$ cat config.mk
export PLATFORM = sky130hd
export DESIGN_NAME = unit_selector
export DESIGN_NICKNAME = d
export VERILOG_FILES = /design/src/rtl/unit_selector.sv
export SDC_FILE = /design/constraint.sdc
export NUM_CORES = 1
export LEC_CHECK = 0
export ABC_AREA = 1
export CAP_MARGIN = 20
export CORE_UTILIZATION = 58
export CTS_CLUSTER_SIZE = 30
export DETAILED_ROUTE_END_ITERATION = 10
export DONT_BUFFER_PORTS = 1
export GPL_TIMING_DRIVEN = 0
export PLACE_DENSITY_LB_ADDON = 0.25
export SLEW_MARGIN = 10
export SYNTH_ARGS = -nofsm -noshare
export SYNTH_HDL_FRONTEND = slang
export SYNTH_SLANG_ARGS = --single-unit
export TNS_END_PERCENT = 5
$ cat constraint.sdc
create_clock -name Clk -period 2.8 [get_ports Clk]
set_input_delay 0.28 -clock Clk [delete_from_list [all_inputs] [get_ports Clk]]
set_output_delay 0.28 -clock Clk [all_outputs]
set_load 0.02 [all_outputs]
$ cat src/rtl/unit_selector.sv
// Keyboard-driven cursor over NUM_UNITS selectable units. Steps skip dead units, a held
// key auto-repeats, and the confirm key latches the chosen index.
module unit_selector #(
  parameter int          NUM_UNITS     = 4,
  parameter int          IDX_W         = 2,
  parameter logic [7:0]  KEY_PREV      = 8'h14,
  parameter logic [7:0]  KEY_NEXT      = 8'h08,
  parameter logic [7:0]  KEY_CONFIRM   = 8'h28,
  parameter logic [1:0]  SELECT_STATE  = 2'd0,
  parameter bit          WRAP          = 1'b1,
  parameter int          REPEAT_DELAY  = 24,
  parameter int          REPEAT_PERIOD = 8
) (
  input  logic                 Clk,
  input  logic                 Reset,
  input  logic [7:0]           keycode,
  input  logic [1:0]           currentState,
  input  logic [NUM_UNITS-1:0] alive_mask,
  output logic [IDX_W-1:0]     sel_idx,
  output logic                 sel_valid,
  output logic                 sel_changed,
  output logic                 confirm_pulse,
  output logic [IDX_W-1:0]     confirmed_idx
);

  localparam int CNT_MAX = (REPEAT_DELAY > REPEAT_PERIOD) ? REPEAT_DELAY : REPEAT_PERIOD;
  localparam int CNT_W   = $clog2(CNT_MAX + 1) + 1;

  logic [IDX_W-1:0] selQ, selD;
  logic [IDX_W-1:0] confIdxQ, confIdxD;
  logic             changedQ, changedD;
  logic             confPulseQ, confPulseD;
  logic [7:0]       prevKeyQ;
  logic             armedQ;
  logic [CNT_W-1:0] cntQ, cntD;
  logic             repQ, repD;

  logic active, anyAlive, selValid, isStepKey, pressed, tick;
  logic stepUp, stepDown;
  logic [IDX_W:0] stepHit, deadHit;

  // Nearest alive index strictly away from 'from' in the given direction; MSB flags a hit.
  // Iterating from the far end down lets the closest candidate win.
  function automatic logic [IDX_W:0] findAlive(input logic [IDX_W-1:0] from, input logic up,
                                               input logic wrap, input logic [NUM_UNITS-1:0] mask);
    logic [IDX_W:0] res;
    int             cand;
    logic           hit;
    res = '0;
    for (int d = NUM_UNITS - 1; d >= 1; d--) begin
      cand = up ? int'(from) + d : int'(from) - d;
      if (cand >= NUM_UNITS) cand = wrap ? cand - NUM_UNITS : -1;
      else if (cand < 0)     cand = wrap ? cand + NUM_UNITS : -1;
      hit = 1'b0;
      for (int i = 0; i < NUM_UNITS; i++)
        if (cand == i) hit = mask[i];
      if (hit) res = {1'b1, IDX_W'(cand)};
    end
    return res;
  endfunction

  always_comb begin
    selValid = 1'b0;
    for (int i = 0; i < NUM_UNITS; i++)
      if (selQ == IDX_W'(i)) selValid = alive_mask[i];
  end

  assign active    = (currentState == SELECT_STATE);
  assign anyAlive  = (alive_mask != '0);
  assign isStepKey = (keycode == KEY_PREV) || (keycode == KEY_NEXT);
  // armedQ is low only for the first edge after reset, so a key held through reset never fires
  assign pressed   = armedQ && active && (keycode != prevKeyQ);

  // Auto-repeat counter: starts only from a genuine press, then delay phase, then period phase
  always_comb begin
    cntD = '0;
    repD = 1'b0;
    tick = 1'b0;
    if (active && armedQ && isStepKey) begin
      if (pressed) begin
        cntD = CNT_W'(1);
      end else if (cntQ != '0) begin
        repD = repQ;
        if (REPEAT_DELAY == 0) begin
          cntD = cntQ;
        end else if (!repQ && cntQ == CNT_W'(REPEAT_DELAY)) begin
          tick = 1'b1;
          cntD = CNT_W'(1);
          repD = 1'b1;
        end else if (repQ && cntQ == CNT_W'(REPEAT_PERIOD)) begin
          tick = 1'b1;
          cntD = CNT_W'(1);
        end else begin
          cntD = cntQ + CNT_W'(1);
        end
      end
    end
  end

  assign stepUp   = (pressed || tick) && (keycode == KEY_NEXT);
  assign stepDown = (pressed || tick) && (keycode == KEY_PREV);
  assign stepHit  = findAlive(selQ, stepUp, WRAP, alive_mask);
  assign deadHit  = findAlive(selQ, 1'b1, 1'b1, alive_mask);

  // A step that finds no target still rescues a dead cursor via the upward wrapping search
  always_comb begin
    selD       = selQ;
    confIdxD   = confIdxQ;
    confPulseD = 1'b0;
    if (anyAlive) begin
      if ((stepUp || stepDown) && stepHit[IDX_W]) selD = stepHit[IDX_W-1:0];
      else if (!selValid)                         selD = deadHit[IDX_W-1:0];
    end
    if (pressed && keycode == KEY_CONFIRM && selValid) begin
      confIdxD   = selQ;
      confPulseD = 1'b1;
    end
    changedD = (selD != selQ);
  end

  always_ff @(posedge Clk or posedge Reset) begin
    if (Reset) begin
      selQ       <= '0;
      confIdxQ   <= '0;
      changedQ   <= 1'b0;
      confPulseQ <= 1'b0;
      prevKeyQ   <= 8'h00;
      armedQ     <= 1'b0;
      cntQ       <= '0;
      repQ       <= 1'b0;
    end else begin
      selQ       <= selD;
      confIdxQ   <= confIdxD;
      changedQ   <= changedD;
      confPulseQ <= confPulseD;
      prevKeyQ   <= keycode;
      armedQ     <= 1'b1;
      cntQ       <= cntD;
      repQ       <= repD;
    end
  end

  assign sel_idx       = selQ;
  assign sel_valid     = selValid;
  assign sel_changed   = changedQ;
  assign confirm_pulse = confPulseQ;
  assign confirmed_idx = confIdxQ;

endmodule
==> metrics.txt, run 1 <==
status=complete, but fails checks; failing checks=negative setup slack; combinational family with the most area after synthesis=simple AND/OR/NAND/NOR gates; first-pass GRT wire length=around 6700 um; Die Wd=approximately 60 um; Post-Layout Cell Count=345; critical path class=reg -> reg; mux cell area share after synthesis=0%; minimum clock period=3.01 ns; ant diodes=0; Remaining DRCs=0; ys flop type=dfrtp_1; CTS root buf=clkbuf_4; crit start category=flip-flop; total die area=3700 sq um; Leak Pwr=1.14 nW; complex-gate fraction of the synthesized area=between 10% and 20%; nets=about 330; Area growth, synth to finish=19.3%; Post-Syn Nets=308; # fillers=approximately 280; final hold slack=approximately 0.011 ns; Clock Latency Late Sink=around 0.31 ns; Finished Core Util=between 70 and 80%; Worst Setup End Kind=flip-flop; total power=2.33 mW; Fmax achieved=approximately 0.33 GHz; starting density of the core=about 60%; CTS buffer count=3; crit path DAT=3.22 ns; crit path max fanout=7; Distinct cells, synth=36; DR vias=between 1,500 and 2,000; DP Worst Slack=-0.465 ns; # IOs=23; pin count of the biggest net entering global routing=23; clk slew on worst S/H paths=about 0.11 ns; sequential area share after synthesis=a little over a quarter; post-route ant nets=0; unrepaired setup endpoints after global routing=yes; Via density=5.21; final hold vios=0; PortBufs=0; clock buffer depth=2; Sink Count=22; Post-Synth Adder-Cell Area=under 10%; CP Data Required Time=3.01 ns; simple logic cell fraction of the synthesized area=between 30% and 40%; Gate Count Post-Synth=276; Cell Area, Placed=~2100 sq um; Avg Inst Size Synth=slightly above 7 sq um; peak supply drop=823 uV; Post-synth ARST share=between 90% and 100%; H-tree depth=1; final worst slack=-0.205 ns; number of DRC markers in iteration 0=59; Die Span Y=60.8 um; yosys warns=0; initial antenna violation count=0; DRT Pass-1 Iters=4; gpl congestion=0.848; Core Area=between 3000 and 4000 sq um; Max-cap violations=0; DR WL/cell=12.3 um; EDFF count, synth=0; Final setup viols=3; clock skew=0.00314 ns; row count=21; worst-margin pin slew=a little over 0.8 ns; synthesized flop and latch total=22; Post-Place Cells=about 320; gr usage total=approximately 24%; fraction of layout cells with a size suffix above 1=22.1%; Max Transition Viols Final=0; final period utilization=107%; Hold Path Class=in -> async; Seq. cell area=between 500 and 600 sq um; vias in the first global route=between 1,500 and 2,000; P per Cell Area=around 970 nW/um^2; post-synthesis cell area=2010 sq um; post-route cell area=2400 sq um; Slew Limit Headroom=44.8%; Post-Synth XOR/XNOR Area=between 3 and 4%; post-DP HPWL=approximately 3000 um; CTS tree=yes; multi-input logic area=approximately 1400 sq um; Setup TNS Final=-0.425 ns; grt ovf=0; final WL=4230 um
[layout make-up]
cell class	count	area share (%)
plain buffers	2	0.627
clock buffers	4	1.51
inverters	52	8.25
multi-input cells	200	57.4
flip-flops and latches	22	23.0
well taps	46	2.40
repair buffers	19	6.79
[placed cells by master (no fill, tap or decap), types with 2 or more instances in the layout]
cell type,n
nand4_1,10
a21oi_1,10
nand3b_1,2
nand2_2,7
dfrtp_1,21
o21ai_0,11
buf_4,13
nand3_2,3
o211ai_1,2
a22oi_1,2
nand3_4,4
o31ai_1,3
nor2_4,2
inv_2,6
inv_1,45
nand3_1,14
ha_4,3
nor4_1,3
nor2_1,18
nor3_1,4
clkbuf_4,3
xnor2_1,6
nand2_1,53
nor2_2,7
ha_1,13
nand2_4,6
dlygate4sd3_1,8
nand2_8,3
[critical path: stages, from the launching register on]
cell      delay [ns]
dfrtp_1         0.41
inv_2           0.07
ha_4            0.13
nand2_4         0.05
nor2_4          0.11
nand3_2         0.11
nand2_4         0.09
nand3_4         0.08
nand2_8         0.09
nand2_8         0.08
nand2_8         0.09
inv_4           0.04
nor2_4          0.10
inv_2           0.06
ha_4            0.15
or2_4           0.21
o21bai_4        0.18
a21oi_4         0.18
nand3_4         0.12
nand2_4         0.11
nand3_4         0.07
inv_2           0.06
nand2_1         0.06
nand3_1         0.08
nand2_1         0.06
inv_1           0.05
nand2_1         0.04
[sequential cells by signal, summed over array words and instances, names as in the netlist]
name           cells
cntQ               6
confirm_pulse      1
sel_changed        1
armedQ             1
repQ               1
prevKeyQ           8
sel_idx            2
confirmed_idx      2
[where the power goes]
group	switching, mW	internal, mW	total (mW)
Sequential	0.0668	0.351	0.418
Combinational	1.05	0.689	1.74
Clock	0.0910	0.0795	0.170
[per-layer routing]
layer  GRT usage [%]  vias to the layer above  routed length, um
met5               0                        -                  0
met3            5.54                        4                127
li1                -                      930                  -
met2            42.4                       20               2170
met4            3.90                        0                 21
met1            31.9                      842               1920
[synthesized netlist by cell type (all sizes together), types with 2 or more instances]
| cell type | instances | area share (%) |
|---|---|---|
| a21oi | 12 | 3.7 |
| a22oi | 2 | 0.75 |
| buf | 2 | 0.50 |
| dfrtp | 22 | 27 |
| ha | 16 | 10 |
| inv | 52 | 9.7 |
| nand2 | 69 | 16 |
| nand3 | 21 | 8.1 |
| nand3b | 2 | 0.75 |
| nand4 | 10 | 3.1 |
| nor2 | 27 | 6.4 |
| nor3 | 4 | 1.0 |
| nor4 | 3 | 0.93 |
| o211ai | 2 | 0.75 |
| o21ai | 13 | 3.4 |
| o21bai | 3 | 1.3 |
| o31ai | 3 | 1.1 |
| xnor2 | 6 | 2.6 |
[final timing paths]
| kind | startpoint | endpoint | slack, ns | cells after the start |
|---|---|---|---|---|
| worst max-delay path | cntQ[1] | sel_changed | -0.21 | 26 |
| worst min-delay path | Reset | cntQ[2] | 0.01 | 1 |
| worst max register to register | cntQ[1] | sel_changed | -0.21 | 26 |
| worst min register to register | repQ | repQ | 0.56 | 2 |
| max in group asynchronous | Reset | sel_idx[0] | 2.23 | 1 |
| min in group Clk | currentState[0] | cntQ[0] | 0.23 | 4 |
[repair_timing]
| action | in CTS | in global routing |
|---|---|---|
| setup buffers | 10 | 1 |
| pin swaps | 10 | 2 |
| setup endpoints to repair | 3 | 3 |
| endpoints found under the hold margin | 8 | 0 |
| gates resized for setup | 8 | 6 |
| cloned | 0 | 0 |
| hold buffers | 8 | 0 |
[cell families after synthesis]
kind of cell,count (synthesis)
XOR/XNOR,7
AO/OA/AOI/OAI,38
AND/OR/NAND/NOR,138
buffers and inverters,54
adder cells (fa/ha/maj),16
flip-flops,22
other,1
(Power assumes the default switching activity.)
==> inputs of run 2 (changes only) <==
- SKIP_CTS_REPAIR_TIMING: unset -> 1
==> run 2 against run 1 <==
  * Non-clock buffer count decreased by 3
  * Highest routed layer unchanged
  * Sequential power about the same
  * The flow still finishes with violations (negative setup slack)
  * Largest cell class unchanged
  * Wire length decreased by 6.4%
  * Largest power group unchanged
  * Total power decreased by 4.2%
==> metrics.txt, run 2 (synthesis gave the netlist of run 1 again) <==
status=complete, but fails checks; failing checks=negative setup slack; clock skew=0.00425 ns (+0.00112 ns); post-DP HPWL=2990 um (unchanged); Leak Pwr=1.13 nW (-1.4%); gpl congestion=0.848 (unchanged); reg2reg path depth=26 (unchanged); grt ovf=0 (unchanged); DR vias=1,776 (-1.1%); Worst Setup End Kind=flip-flop; crit path DAT=3.25 ns (+0.03 ns); final hold vios=0 (unchanged); Clock Latency Late Sink=0.30 ns (about the same); Sink Count=22 (unchanged); Die Span Y=60.8 um (unchanged); post-route ant nets=0 (unchanged); final WL=3960 um (-6.4%); CP Data Required Time=3.00 ns (about the same); Final setup viols=3 (unchanged); most common cell after layout, fill and taps aside=nand2_1; max reg flops=8 (unchanged); starting density of the core=60.2% (unchanged); vias in the first global route=1,439 (-7.3%); Max Transition Viols Final=0 (unchanged); Fmax achieved=0.328 GHz (-1.3%); Hold Path Class=in -> async; Slew Limit Headroom=46.2% (+1.4 points); DR WL/cell=11.6 um (-5.6%); total die area=3700 sq um (unchanged); Die Wd=60.8 um (unchanged); Core Area=3340 sq um (unchanged); first-pass GRT wire length=6110 um (-9.1%); minimum clock period=3.04 ns (+0.0394 ns); biggest regs=prevKeyQ (8), cntQ (6); ant diodes=0 (unchanged); DP Worst Slack=-0.465 ns (unchanged); gr usage total=21.9% (-2.6 points); Via density=5.19 (-0.25%); peak supply drop=809 uV (-1.7%); max incr delay on CP=0.44 ns (+0.03 ns); final period utilization=109% (+1.4 points); CP top delay family=simple AND/OR/NAND/NOR gates; PortBufs=0 (unchanged); R2R setup slack=-0.24 ns (-0.04 ns); row count=21 (unchanged); Area growth, synth to finish=17.6%; crit path max fanout=7 (unchanged); multi-input logic area=1370 sq um (-0.55%); Seq. cell area=552 sq um (unchanged); most flop-heavy register=prevKeyQ; crit start category=flip-flop; CTS tree=yes; CTS buffer count=3 (unchanged); number of DRC markers in iteration 0=52 (-12%); H-tree depth=1 (unchanged); critical path class=reg -> reg; crit path launch=cntQ[0]; initial antenna violation count=0 (unchanged); clk slew on worst S/H paths=0.11 ns (about the same); nets=329 (-0.90%); DRT Pass-1 Iters=4 (unchanged); Remaining DRCs=0 (unchanged); CP bufs+invs=5 (unchanged); total power=2.24 mW (-4.2%); clock buffer depth=2 (unchanged); Max-cap violations=0 (unchanged); # IOs=23 (unchanged); FF-to-FF Start=cntQ[0]; pin count of the biggest net entering global routing=23 (unchanged); # fillers=292 (+3.5%); CTS root buf=clkbuf_4; Crit Reg-Reg Endpoint=sel_changed; worst-margin pin slew=0.807 ns (-0.0204 ns); unrepaired setup endpoints after global routing=yes; final worst slack=-0.245 ns (-0.0394 ns); fraction of layout cells with a size suffix above 1=20.9% (-1.1 points); CP max stage cell=dfrtp_1; most frequent cells in the layout=nand2_1, inv_1, dfrtp_1, nor2_1, nand3_1; P per Cell Area=947 nW/um^2 (-2.7%)
run 2: changes by cell type in the layout (fill, tap and decap cells not counted), sizes merged:
| cell | before | now |
|---|---|---|
| buf | 13 | 10 |
run 2: final cells by class:
cell class	instances	share of cell area, %
repair buffers	16	5.94
inverters	52	8.37
well taps	46	2.44
clock buffers	4	1.54
flip-flops and latches	22	23.4
multi-input cells	200	57.9
plain buffers	2	0.424
run 2: how the worst max path moves through the flow:
| stage | end | slack, ns | cells past startpoint |
|---|---|---|---|
| 2_1_floorplan | sel_changed | -0.13 | 26 |
| 3_3_place_gp | sel_changed | -0.45 | 20 |
| 3_5_place_dp | sel_changed | -0.46 | 20 |
| 4_1_cts | sel_changed | -0.47 | 20 |
| 5_1_grt | sel_changed | -0.42 | 26 |
| 6_report | sel_changed | -0.24 | 26 |
run 2: per-layer routing:
| layer | up-vias | track usage (%) | wire length (um) |
|---|---|---|---|
| li1 | 926 | - | - |
| met1 | 831 | 29.6 | 1830 |
| met2 | 17 | 36.4 | 2000 |
| met3 | 2 | 5.54 | 120 |
| met4 | 0 | 2.92 | 13 |
| met5 | - | 0 | 0 |
run 2: report_power, final:
| group | switching [mW] | internal (mW) | leakage [nW] | total [mW] |
|---|---|---|---|---|
| clock network | 0.0879 | 0.0794 | 0.0210 | 0.167 |
| logic | 1.03 | 0.622 | 0.827 | 1.65 |
| registers | 0.0669 | 0.351 | 0.278 | 0.418 |
run 2: per-stage QoR:
stage | setup TNS, ns | util [%] | hold WS (ns) | area (sq um) | cells
4_1_cts | -1.21 | 65.0 | -0.0181 | 2170 | 326
6_report | -0.531 | 70.8 | 0.00599 | 2360 | 342
3_3_place_gp | -1.12 | 63.9 | 0.312 | 2130 | 322
5_1_grt | -1.06 | 70.8 | 0.0704 | 2360 | 342
2_1_floorplan | -0.171 | - | 0.269 | 2080 | 276
3_5_place_dp | -1.14 | 63.9 | 0.312 | 2130 | 322
